<file path="src/rtl/ps2_key_rx.sv">
// ps2_key_rx
//   Receives a PS/2 keyboard stream (scan-code set 2) and folds the E0
//   (extended) and F0 (release) prefixes into one 11-bit event word.
//   Each completed key event flips ps2_key[10].
//
// Ports
//   clk_24     : sole clock
//   reset      : asynchronous, active-high reset
//   ps2_clk    : raw PS/2 clock pin (asynchronous)
//   ps2_data   : raw PS/2 data pin (asynchronous)
//   ps2_key    : {toggle, pressed, extended, scan[7:0]}
//   frame_err  : one-cycle pulse on a start/parity/stop/timeout error
module ps2_key_rx #(
  parameter int FILTER  = 8,
  parameter int TIMEOUT = 24000
) (
  input  logic        clk_24,
  input  logic        reset,
  input  logic        ps2_clk,
  input  logic        ps2_data,
  output logic [10:0] ps2_key,
  output logic        frame_err
);

  localparam int FW = $clog2(FILTER + 1);
  localparam int TW = $clog2(TIMEOUT + 1);

  typedef enum logic [1:0] {
    IDLE  = 2'd0,
    SHIFT = 2'd1,
    DONE  = 2'd2
  } state_t;

  logic [1:0]    clk_sync_q;
  logic [1:0]    dat_sync_q;
  logic          fclk_q;
  logic [FW-1:0] fcnt_q;
  logic          fall_q;
  logic          dbit_q;

  state_t        state_q;
  logic [3:0]    bitcnt_q;
  logic [9:0]    sr_q;
  logic [TW-1:0] to_cnt_q;
  logic          ext_q;
  logic          rel_q;
  logic [2:0]    skip_q;
  logic [10:0]   key_q;
  logic          err_q;

  logic [7:0]    byte_w;
  logic          frame_ok_w;

  assign byte_w     = sr_q[7:0];
  // Odd parity over data + parity bit, and stop bit must be high.
  assign frame_ok_w = sr_q[9] & (^sr_q[8:0]);

  assign ps2_key   = key_q;
  assign frame_err = err_q;

  // Synchroniser + glitch filter. fclk only follows the synchronised level
  // after it has differed from fclk for FILTER consecutive cycles; the
  // falling-edge pulse and the data sample are produced on that same cycle.
  always_ff @(posedge clk_24 or posedge reset) begin
    if (reset) begin
      clk_sync_q <= '1;
      dat_sync_q <= '1;
      fclk_q     <= 1'b1;
      fcnt_q     <= '0;
      fall_q     <= 1'b0;
      dbit_q     <= 1'b0;
    end else begin
      clk_sync_q <= {clk_sync_q[0], ps2_clk};
      dat_sync_q <= {dat_sync_q[0], ps2_data};
      fall_q     <= 1'b0;
      if (clk_sync_q[1] == fclk_q) begin
        fcnt_q <= '0;
      end else if (fcnt_q == FW'(FILTER - 1)) begin
        fclk_q <= clk_sync_q[1];
        fcnt_q <= '0;
        fall_q <= fclk_q;
        dbit_q <= dat_sync_q[1];
      end else begin
        fcnt_q <= fcnt_q + 1'b1;
      end
    end
  end

  // Frame FSM and byte handling.
  always_ff @(posedge clk_24 or posedge reset) begin
    if (reset) begin
      state_q  <= IDLE;
      bitcnt_q <= '0;
      sr_q     <= '0;
      to_cnt_q <= '0;
      ext_q    <= 1'b0;
      rel_q    <= 1'b0;
      skip_q   <= '0;
      key_q    <= '0;
      err_q    <= 1'b0;
    end else begin
      err_q <= 1'b0;
      case (state_q)
        IDLE: begin
          if (fall_q) begin
            if (!dbit_q) begin
              state_q  <= SHIFT;
              bitcnt_q <= 4'd1;
              to_cnt_q <= '0;
            end else begin
              err_q <= 1'b1;
            end
          end
        end
        SHIFT: begin
          if (fall_q) begin
            to_cnt_q <= '0;
            sr_q     <= {dbit_q, sr_q[9:1]};
            if (bitcnt_q == 4'd10) begin
              state_q <= DONE;
            end else begin
              bitcnt_q <= bitcnt_q + 1'b1;
            end
          end else if (to_cnt_q == TW'(TIMEOUT)) begin
            // Partial byte dropped; prefix flags survive the abort.
            err_q   <= 1'b1;
            state_q <= IDLE;
          end else begin
            to_cnt_q <= to_cnt_q + 1'b1;
          end
        end
        DONE: begin
          state_q <= IDLE;
          if (!frame_ok_w) begin
            err_q <= 1'b1;
          end else if (skip_q != 3'd0) begin
            skip_q <= skip_q - 1'b1;
          end else begin
            case (byte_w)
              8'hE1: skip_q <= 3'd7;  // swallow rest of the Pause sequence
              8'hE0: ext_q  <= 1'b1;
              8'hF0: rel_q  <= 1'b1;
              8'h00, 8'hAA, 8'hFA, 8'hFC, 8'hFE, 8'hFF: begin
                ext_q <= 1'b0;
                rel_q <= 1'b0;
              end
              default: begin
                key_q <= {~key_q[10], ~rel_q, ext_q, byte_w};
                ext_q <= 1'b0;
                rel_q <= 1'b0;
              end
            endcase
          end
        end
        default: state_q <= IDLE;
      endcase
    end
  end

endmodule

</file>
<file path="config.mk">
export PLATFORM = sky130hd
export DESIGN_NAME = ps2_key_rx
export DESIGN_NICKNAME = d
export VERILOG_FILES = /design/src/rtl/ps2_key_rx.sv
export SDC_FILE = /design/constraint.sdc
export NUM_CORES = 1
export LEC_CHECK = 0
export CORE_MARGIN = 2
export CORE_UTILIZATION = 35
export CTS_CLUSTER_SIZE = 24
export DETAILED_ROUTE_END_ITERATION = 6
export GPL_TIMING_DRIVEN = 0
export HOLD_SLACK_MARGIN = 0.03
export SYNTH_ARGS = -nofsm -noshare
export SYNTH_HDL_FRONTEND = slang
export SYNTH_SLANG_ARGS = --single-unit
export TNS_END_PERCENT = 20
</file>
<file path="constraint.sdc">
create_clock -name clk_24 -period 6.1 [get_ports clk_24]
set_input_delay 0.61 -clock clk_24 [delete_from_list [all_inputs] [get_ports clk_24]]
set_output_delay 0.61 -clock clk_24 [all_outputs]
set_load 0.05 [all_outputs]
</file>
-- Yosys cells after proc, flatten, opt, wreduce, memory -nomap -nowiden
Index checks and enable logic that the tools add are counted.
- register bits after elaboration: 59
- input bits: 4
- output and inout bits: 12
- word-level logic and storage cells: 96
- $add $sub $neg: 4
- equality and inequality tests: 21
- mux-type cells: 30
- bitwise gates (word level): 8
- reduce and logical (&&, ||, !) cells: 18
- operator list (cell ; count):
    $eq 8x8->1 const B ; 8
    $mux 15 ; 4
    $pmux 15 s2 ; 1
    $mux 4 ; 6
    $reduce_and 4->1 ; 5
    $add 15x1->15 const B ; 1
    $eq 15x15->1 const B ; 1
    $mux 2 ; 5
    $ne 3x3->1 const B ; 3
    $reduce_or 9->1 ; 1
    $reduce_xor 9->1 ; 1
    $add 4x1->4 const B ; 2
    $logic_not 8->1 ; 1
    $ne 2x2->1 const B ; 4
    $pmux 4 s2 ; 1
    $mux 1 ; 7
    $not 1->1 ; 7
    $mux 3 ; 2
    $reduce_and 5->1 ; 1
    $eq 4x3->1 const B ; 1
    $eq 4x4->1 const B ; 1
    $pmux 1 s2 ; 2
    $pmux 2 s2 ; 1
    $reduce_and 2->1 ; 2
    other kinds (11) ; 13

-- Longest topological paths before layout
Gate-level depths: netlist of run 1.
- depth after elaboration: 4
- gate-level depth with buffers: 8
- depth with buffers taken out: 7

-- Worst setup path after synthesis of run 1
Ideal clock, no wire load.
- kind: register to register
- from: register sr_q[6]
- to: register key_q[0] (netlist: ps2_key[0])
- setup time: 125 ps
- arrival time: 2746 ps
- data required time: 5975 ps
- path slack: 3229 ps
- cell stages (with the launch flop): 9
- path buffers: 1
- period minus slack after synthesis: 2871 ps
- path through: dfrtp_1 > inv_1 > ha_1 > xnor3_1 > xnor2_1 > or4_4 > or4_4 > buf_6 > mux2_4
- longest elaborated chain between the ends: 4
- elaborated cells on any way between the ends: 14
- classes of those cells: 8 x eq/ne; 2 x bitwise; 4 x reduce/logical
- ends and longest elaborated chain (element ; line ; source):
    from (decl) ; 43 ; logic [9:0] sr_q;
    from (signal assigned) ; 118 ; sr_q <= {dbit_q, sr_q[9:1]};
    $eq 8x8->1 or $logic_not 8->1 (tied branches) ; 139 ; case (byte_w)
    $reduce_or 9->1 (no line) ; - ;
    $not 1->1 (no line) ; - ;
    $reduce_and 4->1 (no line) * ; - ;
    to (signal assigned) ; 148 ; key_q <= {~key_q[10], ~rel_q, ext_q, byte_w};
    to (decl) ; 48 ; logic [10:0] key_q;
Mark *: on every way between the ends. The rest lies on a longest branch, timed or not.
A chain may end at the register's enable or synchronous reset.

-- Worst setup path in the final report of run 1
- from: register sr_q[7]
- to: register key_q[6] (netlist: ps2_key[6])
Same word-level chain as after synthesis.

==> results of run 1 <==
==> kinds of logic (layout without fill, tap and decap cells) <==
logic type                 count (synthesis)  in the layout
buffers and inverters                     27             58
AOI/OAI and AO/OA                         33             33
DFF                                       59             59
muxes                                     18             18
xor gates and xnor gates                  21             21
adders and majority gates                 20             20
and+or+nand+nor                           85             85
==> through the flow <==
stage	total power [uW]	worst slack, ns	hold slack, ns
floorplan	466	3.23	0.345
global placement	477	2.95	0.346
detailed placement	482	3.06	0.347
CTS	786	3.04	0.351
global route	815	2.95	0.363
finish	770	3.07	0.351
==> state kept, by name, indices dropped and copies added (netlist names) <==
register / count
bitcnt_q: 4
clk_sync_q: 2
dat_sync_q: 2
dbit_q: 1
ext_q: 1
fall_q: 1
fclk_q: 1
fcnt_q: 4
frame_err: 1
ps2_key: 11
rel_q: 1
skip_q: 3
sr_q: 10
state_q: 2
to_cnt_q: 15
==> worst max path at each step <==
| stage | end | cells after the start | slack, ns | startpoint |
|---|---|---|---|---|
| after floorplan | ps2_key[0] | 8 | 3.23 | sr_q[6] |
| after global placement | ps2_key[10] | 2 | 2.95 | reset |
| after detailed placement | ps2_key[6] | 8 | 3.06 | sr_q[6] |
| after CTS | ps2_key[6] | 8 | 3.04 | sr_q[7] |
| after global routing | ps2_key[6] | 8 | 2.95 | sr_q[7] |
| final | ps2_key[6] | 8 | 3.07 | sr_q[7] |
==> layer usage <==
| metal | global-route usage, % | vias up |
|---|---|---|
| li1 | - | 953 |
| met1 | 15.5 | 940 |
| met2 | 20.1 | 37 |
| met3 | 5.61 | 8 |
| met4 | 6.28 | 0 |
| met5 | 0 | - |
==> area by class of cell <==
type                            count  area share (%)
Sequential cell                    59            43.8
Multi-Input combinational cell    177            39.2
Timing Repair Buffer               16            5.24
Clock buffer                       12            4.28
Tap cell                          105            3.88
Inverter                           21            2.33
Buffer                              6           0.886
Clock inverter                      3           0.443
==> power by group through the flow <==
stage / sequential, uW / combinational, uW / clock (uW)
3_3_place_gp: 430 / 47.0 / 0
4_1_cts: 424 / 50.7 / 312
2_1_floorplan: 428 / 38.1 / 0
6_report: 424 / 48.9 / 296
5_1_grt: 427 / 57.3 / 331
3_5_place_dp: 431 / 50.6 / 0
==> critical path: stages (launching register included) <==
cell     delay (ns)
dfrtp_1        0.41
inv_1          0.08
ha_1           0.28
xnor3_1        0.39
xnor2_1        0.18
or4_4          0.57
or4_4          0.52
buf_6          0.18
mux2_4         0.30
==> cells in the final DEF, fill, tap and decap left out, types with 2 or more instances in the layout <==
cell,instances
a211oi_1,5
a21oi_1,6
a22o_1,2
and3_1,4
clkbuf_1,7
clkbuf_8,10
clkdlybuf4s50_1,15
clkinv_2,3
dfrtp_1,54
dfstp_2,5
ha_1,20
inv_1,20
mux2_2,7
mux2_4,9
mux2i_1,2
nand2_1,21
nand2b_1,3
nand3_1,11
nand3b_1,2
nand4_1,3
nor2_1,22
nor3_1,6
nor3b_1,3
o21ai_0,10
o31ai_1,2
o32ai_1,2
or3_1,3
or4_4,2
xnor2_1,12
xor2_1,8
==> reports/metrics.csv, run 1 <==
metric,value,unit
"Distinct cells, synth",40,
Mapped Cells,263,
DR WL met3,265,um
status,"finished, final reports clean",
depth of the most critical reg-to-reg path,8,
Synth Area in XOR/XNOR,6.77,%
WL met1,2.23,mm
Lkg Pwr,0.00156,uW
met2 wire len,2.33,mm
layout cells sized above 1,13.9,%
Most used DFF post-synth,dfrtp_1,
adder-cell area share of the yosys netlist,8.57,%
largest family of logic cells by synthesized area,simple AND/OR/NAND/NOR gates,
Synthesized Nets,287,
ANT nets after route,0,
Hold Path Cell Cnt,0,
switch share,23.4,%
Vias/cell,4.86,
Max Cap Viol,0,
sequential-to-total area share from yosys stat,50.8,%
PD cells,227,nW/um^2
switching power,180,uW
IO buf count,15,
Max IR drop VDD,0.147,mV
post-synthesis mux area share,8.02,%
final wirelength,4.93,mm
Initial Utilization,35.9,%
Max Clk Rate,330,MHz
Synth Area in Compound Gates,7.50,%
Fillers,782,
Critical Path RT,6.32,ns
"Reg clk slew, reported paths",0.06,ns
"Clk Latency, worst-skew pair",0.34,ns
syn_area_per_cell,11.1,sq um
HPWL after DPL,3.48,mm
power share of the clock group,38.5,%
H-Tree Level Count,3,
Max Buffers Root-to-Sink,2,
maximum fanout along the worst path,10,
post-route design area,3390,sq um
setup violators final,0,
GP Congestion,0.813,
#FFs+latches synth,59,
Total GRT Usage,13.0,%
Die W,95.3,um
worst slew pin tran,0.842,ns
sum of negative setup slack,0,ns
fin nets,314,
Hold Startpoint,dat_sync_q[0],
clock tree sinks,59,
Post-synth EDFFs,0,
sequential fraction of design power,55.1,%
most common cell in the netlist,dfrtp_1,
Hold Crit Endpoint,dat_sync_q[1],
Pins Over Slew Limit,0,
Worst Skew,0.00813,ns
most instantiated cells after synthesis,"54 x dfrtp_1, 22 x nor2_1, 21 x inv_1, 21 x nand2_1, 20 x ha_1",
Resized cells post-CTS,0,
Area Overhead vs Synth,16.1,%
Die Y,95.3,um
GR Overflow Total,0,
FP Rows,33,
buffer count from post-CTS setup fixing,0,
vias in the first global route,1971,
largest net degree at the start of global routing,39,
FF+latch area,1480,sq um
CORE AREA,8130,sq um
top sig layer,met4,
crit path time final,3.03,ns
CTS root buf,clkbuf_8,
Residual DRC,0,
"non-filler cells, final",399,
Via Count,1938,
cell taking the most area after synthesis,dfrtp_1,
first-pass GRT wire length,8.91,mm
DR WL/cell,12.3,um
type of the worst setup path,reg2reg,
Tcrit/Tclk final,49.7,%
Rel. slew slack,43.5,%
final core occ,41.7,%
unrepaired setup endpoints after global routing,no,
Placed Area,3230,sq um
Mapped Area,2920,sq um
worst hold path type,reg2reg,
full die area,9090,sq um
initial DRC count,85,
ANT cells,0,
CTS tree,yes,
Yosys warnings,0,
async set or reset register ratio after synthesis,100,%
area of the multi-input gates,1330,sq um
R2R Path Start,sr_q[7],
internal power,589,uW
Detailed Routing Iterations Pass 1,4,
I/O pins,16,
Cells after DPL,384,
hold_buf cts,0,
crit start category,flip-flop,
CP Capture Type,flip-flop,
Worst R2R End,ps2_key[6],
"Data arrival, critical path",3.25,ns
top post-synthesis cells by area,"dfrtp_1 46%, ha_1 8.6%, mux2_4 4.6%, dfstp_2 4.5%, xnor2_1 3.6%",
R2R setup slack,3.07,ns
final hold violation count,0,
combinational share of power,6.4,%
Yosys top cell area share,46.3,%
initial antenna violation count,0,
total CTS buffers,9,
Post-Synth Simple-Gate Area,14.6,%
No activity file was read; power rests on OpenSTA's default activity.
==> run 2, diff against run 1 <==
Clock period 6.1 ns to 2.7 ns, I/O delays scaled along.
==> run 2 against run 1 <==
Net effect: the flow now finishes with violations (negative setup slack); sequential share of layout area shrank 2.2 points; combinational power rose by 120%; wire length rose by 5.7%; cell area up 5.2%; via count is 1.8% higher; total power rose to 2.6 times the previous value; register-to-register slack got worse by 3.1 ns; core utilization is 2.2 points higher; setup slack lost 3.1 ns; clock skew grew 0.0016 ns; non-clock buffer count is 10 higher; sequential power is 130% higher.
==> reports/metrics.csv, run 2 (synthesis results as in run 1) <==
metric,value,unit
status,finished with violations,
failing checks,negative setup slack,
"most common cell after layout, fill and taps aside",dfrtp_1,
Total GRT Usage,13.0,%
max reg flops,15,
Global Route met3 Usage,5.45,%
CORE AREA,8130,sq um
full die area,9090,sq um
Initial Utilization,35.9,%
CTS root buf,clkbuf_8,
Fillers,742,
Max IR drop VDD,0.301,mV
crit-path cells,inv_2 > ha_4 > xnor3_1 > xnor2_2 > or4_4 > or4_4 > buf_12 > mux2_4,
DR WL/cell,12.7,um
initial antenna violation count,0,
Worst Skew,0.00977,ns
largest net degree at the start of global routing,41,
setup ws final,-0.00511,ns
ANT nets after route,0,
final wirelength,5.20,mm
Residual DRC,0,
Overall Power,1980,uW
Top reg by flops,to_cnt_q,
Max Clk Rate,370,MHz
worst slew pin tran,0.773,ns
"Clk Latency, worst-skew pair",0.34,ns
CP dominant cell by count,or4_4,
Tcrit/Tclk final,100,%
met1 usage,15.6,%
crit path time final,2.71,ns
Worst R2R End,ps2_key[7],
GR Overflow Total,0,
sum of negative setup slack,-0.00844,ns
critical path buffer and inverter count,2,
area of the multi-input gates,1360,sq um
R2R Path Start,sr_q[7],
Lkg Pwr,0.00165,uW
final hold violation count,0,
FP Rows,33,
unrepaired setup endpoints after global routing,yes,
PD cells,556,nW/um^2
ANT cells,0,
Detailed Routing Iterations Pass 1,4,
R2R setup slack,-0.005,ns
"Data arrival, critical path",2.92,ns
"Largest stage delay, worst path",0.45,ns
maximum fanout along the worst path,10,
H-Tree Level Count,3,
I/O pins,16,
post-place setup slack,-0.191,ns
CP Capture Type,flip-flop,
Via Count,1973,
IO buf count,15,
most frequent cells in the layout,"54 x dfrtp_1, 22 x nor2_1, 21 x nand2_1, 18 x ha_1, 16 x inv_1",
initial DRC count,45,
clock tree sinks,59,
FF+latch area,1480,sq um
worst hold path type,in2async,
Pins Over Slew Limit,0,
GP Congestion,0.849,
type of the worst setup path,reg2reg,
first-pass GRT wire length,9.03,mm
Max Buffers Root-to-Sink,2,
layout cells sized above 1,19.7,%
total CTS buffers,9,
GR Util met2,20.8,%
setup violators final,2,
final core occ,43.8,%
Hold Slack,0.259,ns
Vias/cell,4.81,
CP max stage cell,or4_4,
HPWL after DPL,3.50,mm
Critical Path RT,2.92,ns
Crit path max-delay family,simple AND/OR/NAND/NOR gates,
Area Overhead vs Synth,22.1,%
Die Y,95.3,um
depth of the most critical reg-to-reg path,8,
Rel. slew slack,48.2,%
gr busiest metal,met2,
vias in the first global route,1985,
Max Cap Viol,0,
CTS tree,yes,
crit start category,flip-flop,
fin nets,324,
Die W,95.3,um
"Reg clk slew, reported paths",0.07,ns
[run 2: metal layers]
| metal | vias to the layer above | share of wire (%) |
|---|---|---|
| li1 | 974 | - |
| met1 | 966 | 47 |
| met2 | 26 | 48 |
| met3 | 7 | 3.8 |
| met4 | 0 | 1.4 |
| met5 | - | 0 |
[run 2: timing repair]
item / in CTS / in global routing
gates cloned: 0 / 0
hold buffers: 0 / 0
setup endpoints to repair: 11 / 10
pin swaps: 1 / 0
resized for setup: 6 / 1
buffers inserted: 9 / 1
[run 2: power by group]
| part | leakage, uW | switching (uW) | total (uW) | internal, uW |
|---|---|---|---|---|
| logic | 0.000732 | 55.3 | 108 | 53.1 |
| registers | 0.000804 | 28.5 | 957 | 929 |
| clock network | 0.000113 | 348 | 917 | 569 |
| total | 0.00165 | 432 | 1980 | 1550 |
[run 2: how the worst max path moves through the flow]
stage / startpoint / to / slack, ns / cells after the start
2_1_floorplan: sr_q[5] / ps2_key[0] / -0.03 / 8
3_3_place_gp: sr_q[5] / ps2_key[7] / -0.16 / 8
3_5_place_dp: sr_q[5] / ps2_key[1] / -0.19 / 8
4_1_cts: sr_q[6] / ps2_key[7] / -0.01 / 8
5_1_grt: sr_q[7] / ps2_key[4] / -0.08 / 8
6_report: sr_q[7] / ps2_key[7] / -0.005 / 8
[run 2: cell type report]
class	count	area share [%]
Buffer	6	1.09
Timing Repair Buffer	26	6.88
Multi-Input combinational cell	177	38.2
Clock inverter	4	2.04
Tap cell	105	3.69
Sequential cell	59	41.6
Inverter	21	2.21
Clock buffer	12	4.35
[run 2: through the flow]
step,std cells,area [sq um]
finish,410,3560
global route,410,3560
CTS,409,3560
detailed placement,384,3230
global placement,383,3210
floorplan,263,2930
[run 2: worst reg2reg max path, delay by kind of cell, from the launching register on]
family        cells  cell delay, ns
buf+inv           2            0.23
simple gates      2            0.88
mux               1            0.30
fa+ha+maj         1            0.25
xor+xnor          2            0.57
flops             1            0.36
==> run 3, diff against run 2 <==
Settings changed: CORE_MARGIN 2 to default.
==> run 3 against run 2 <==
Net effect: the flow still finishes with violations (negative setup slack); core utilization increased by 0.81 points; cell count decreased by 1.2%; first-iteration DRC count is 8.9% higher; sequential cell count unchanged; combinational power hardly changed; global-route usage rose by 0.45 points; total power is 2.8% lower; register-to-register slack barely moved; clock skew is 0.00092 ns lower.
==> reports/metrics.csv, run 3 (synthesis results as in run 1) <==
metric,value,unit
status,finished with violations,
failing checks,negative setup slack,
DR WL/cell,12.6,um
post-place setup slack,-0.173,ns
Worst R2R End,ps2_key[7],
ANT nets after route,0,
Max Clk Rate,368,MHz
"most common cell after layout, fill and taps aside",dfrtp_1,
HPWL after DPL,3.47,mm
Worst Skew,0.00885,ns
Placed Area,3230,sq um
Detailed Routing Iterations Pass 1,3,
Max IR drop VDD,0.346,mV
GR Overflow Total,0,
PD cells,547,nW/um^2
switching power,422,uW
layout cells sized above 1,17.5,%
Residual DRC,0,
R2R setup slack,-0.01,ns
ANT cells,0,
final hold violation count,0,
FP Rows,32,
CTS tree,yes,
I/O pins,16,
cell depth of the worst setup path,8,
sequential fraction of design power,49.7,%
setup violators final,9,
CP dominant cell by count,or4_4,
R2R Path Start,sr_q[4],
internal power,1500,uW
CP max stage cell,or4_4,
worst hold path type,in2async,
"Data arrival, critical path",2.94,ns
Tcrit/Tclk final,101,%
power share of the clock group,44.6,%
initial DRC count,49,
H-Tree Level Count,3,
CP Capture Type,flip-flop,
switch share,21.9,%
unrepaired setup endpoints after global routing,yes,
CTS root buf,clkbuf_8,
depth of the most critical reg-to-reg path,8,
"Clk Latency, worst-skew pair",0.34,ns
setup ws final,-0.0142,ns
combinational share of power,5.7,%
hold_buf cts,0,
Pins Over Slew Limit,0,
crit start category,flip-flop,
Fillers,723,
Hold Slack,0.238,ns
type of the worst setup path,reg2reg,
most frequent cells in the layout,"54 x dfrtp_1, 22 x nor2_1, 21 x nand2_1, 18 x ha_1, 17 x inv_1",
vias in the first global route,2017,
final wirelength,5.11,mm
Initial Utilization,37.0,%
"Reg clk slew, reported paths",0.06,ns
first-pass GRT wire length,8.98,mm
crit path time final,2.71,ns
Top reg by flops,to_cnt_q,
worst slew pin tran,0.739,ns
maximum fanout along the worst path,10,
full die area,8710,sq um
Die W,93.3,um
Area Overhead vs Synth,20.6,%
Via Count,1957,
max reg flops,15,
sum of negative setup slack,-0.0865,ns
Crit path max-delay family,simple AND/OR/NAND/NOR gates,
GP Congestion,0.784,
initial antenna violation count,0,
CP startpoint,sr_q[4],
"Largest stage delay, worst path",0.45,ns
largest net degree at the start of global routing,43,
Max Cap Viol,0,
Lkg Pwr,0.00162,uW
clock tree sinks,59,
fin nets,322,
Die Y,93.3,um
IO buf count,15,
post-route design area,3520,sq um
critical path buffer and inverter count,2,
Rel. slew slack,50.4,%
CORE AREA,7890,sq um
Worst setup endpoint,ps2_key[7],
Critical Path RT,2.92,ns
Vias/cell,4.83,
crit-path cells,inv_2 > ha_4 > xnor3_1 > xnor2_2 > or4_4 > or4_4 > buf_12 > mux2_4,
Total GRT Usage,13.5,%
Max Buffers Root-to-Sink,2,
total CTS buffers,9,
-- run 3: layer usage --
metal  up-vias  GRT usage, %  wire (um)
li1        972             -          -
met1       951          15.6       2270
met2        26          22.3       2550
met3         8          5.69        206
met4         0          4.87         82
met5         -             0          0
-- run 3: cell type report --
| cell class | instances | area, sq um | area share (%) |
|---|---|---|---|
| multi-input combinational | 177 | 1360 | 38.6 |
| tap | 102 | 128 | 3.62 |
| clock inverter | 2 | 60.1 | 1.71 |
| inverter | 21 | 78.8 | 2.24 |
| clock buffer | 14 | 143 | 4.05 |
| timing repair buffer | 24 | 230 | 6.54 |
| buffer | 6 | 38.8 | 1.10 |
| sequential | 59 | 1480 | 42.1 |
-- run 3: worst min-delay path by stage --
| stage | slack [ns] | to | start | cells past startpoint |
|---|---|---|---|---|
| 2_1_floorplan | 0.27 | clk_sync_q[0] | ps2_clk | 0 |
| 3_3_place_gp | 0.35 | clk_sync_q[1] | clk_sync_q[0] | 0 |
| 3_5_place_dp | 0.35 | clk_sync_q[1] | clk_sync_q[0] | 0 |
| 4_1_cts | 0.24 | skip_q[2] | reset | 2 |
| 5_1_grt | 0.27 | ps2_key[1] | reset | 2 |
| 6_report | 0.24 | sr_q[1] | reset | 2 |
-- run 3: power groups by stage --
stage / Sequential, uW / Combinational (uW) / Clock [uW]
after detailed placement: 975 / 115 / 0
after floorplan: 967 / 86.1 / 0
after global placement: 972 / 107 / 0
final: 958 / 110 / 858
after global routing: 964 / 127 / 925
after CTS: 959 / 115 / 881
-- run 3: timing repair --
item,CTS,global route
pin swaps,0,0
endpoints found under the setup margin,10,10
gates resized for setup,2,4
setup buffers,7,1
cloned,0,0
-- run 3: through the flow --
stage	utilization (%)	std cells	power (uW)
after CTS	44.2	404	1960
final	44.6	405	1930
after floorplan	-	263	1050
after global routing	44.6	405	2020
after global placement	40.7	380	1080
after detailed placement	40.9	381	1090
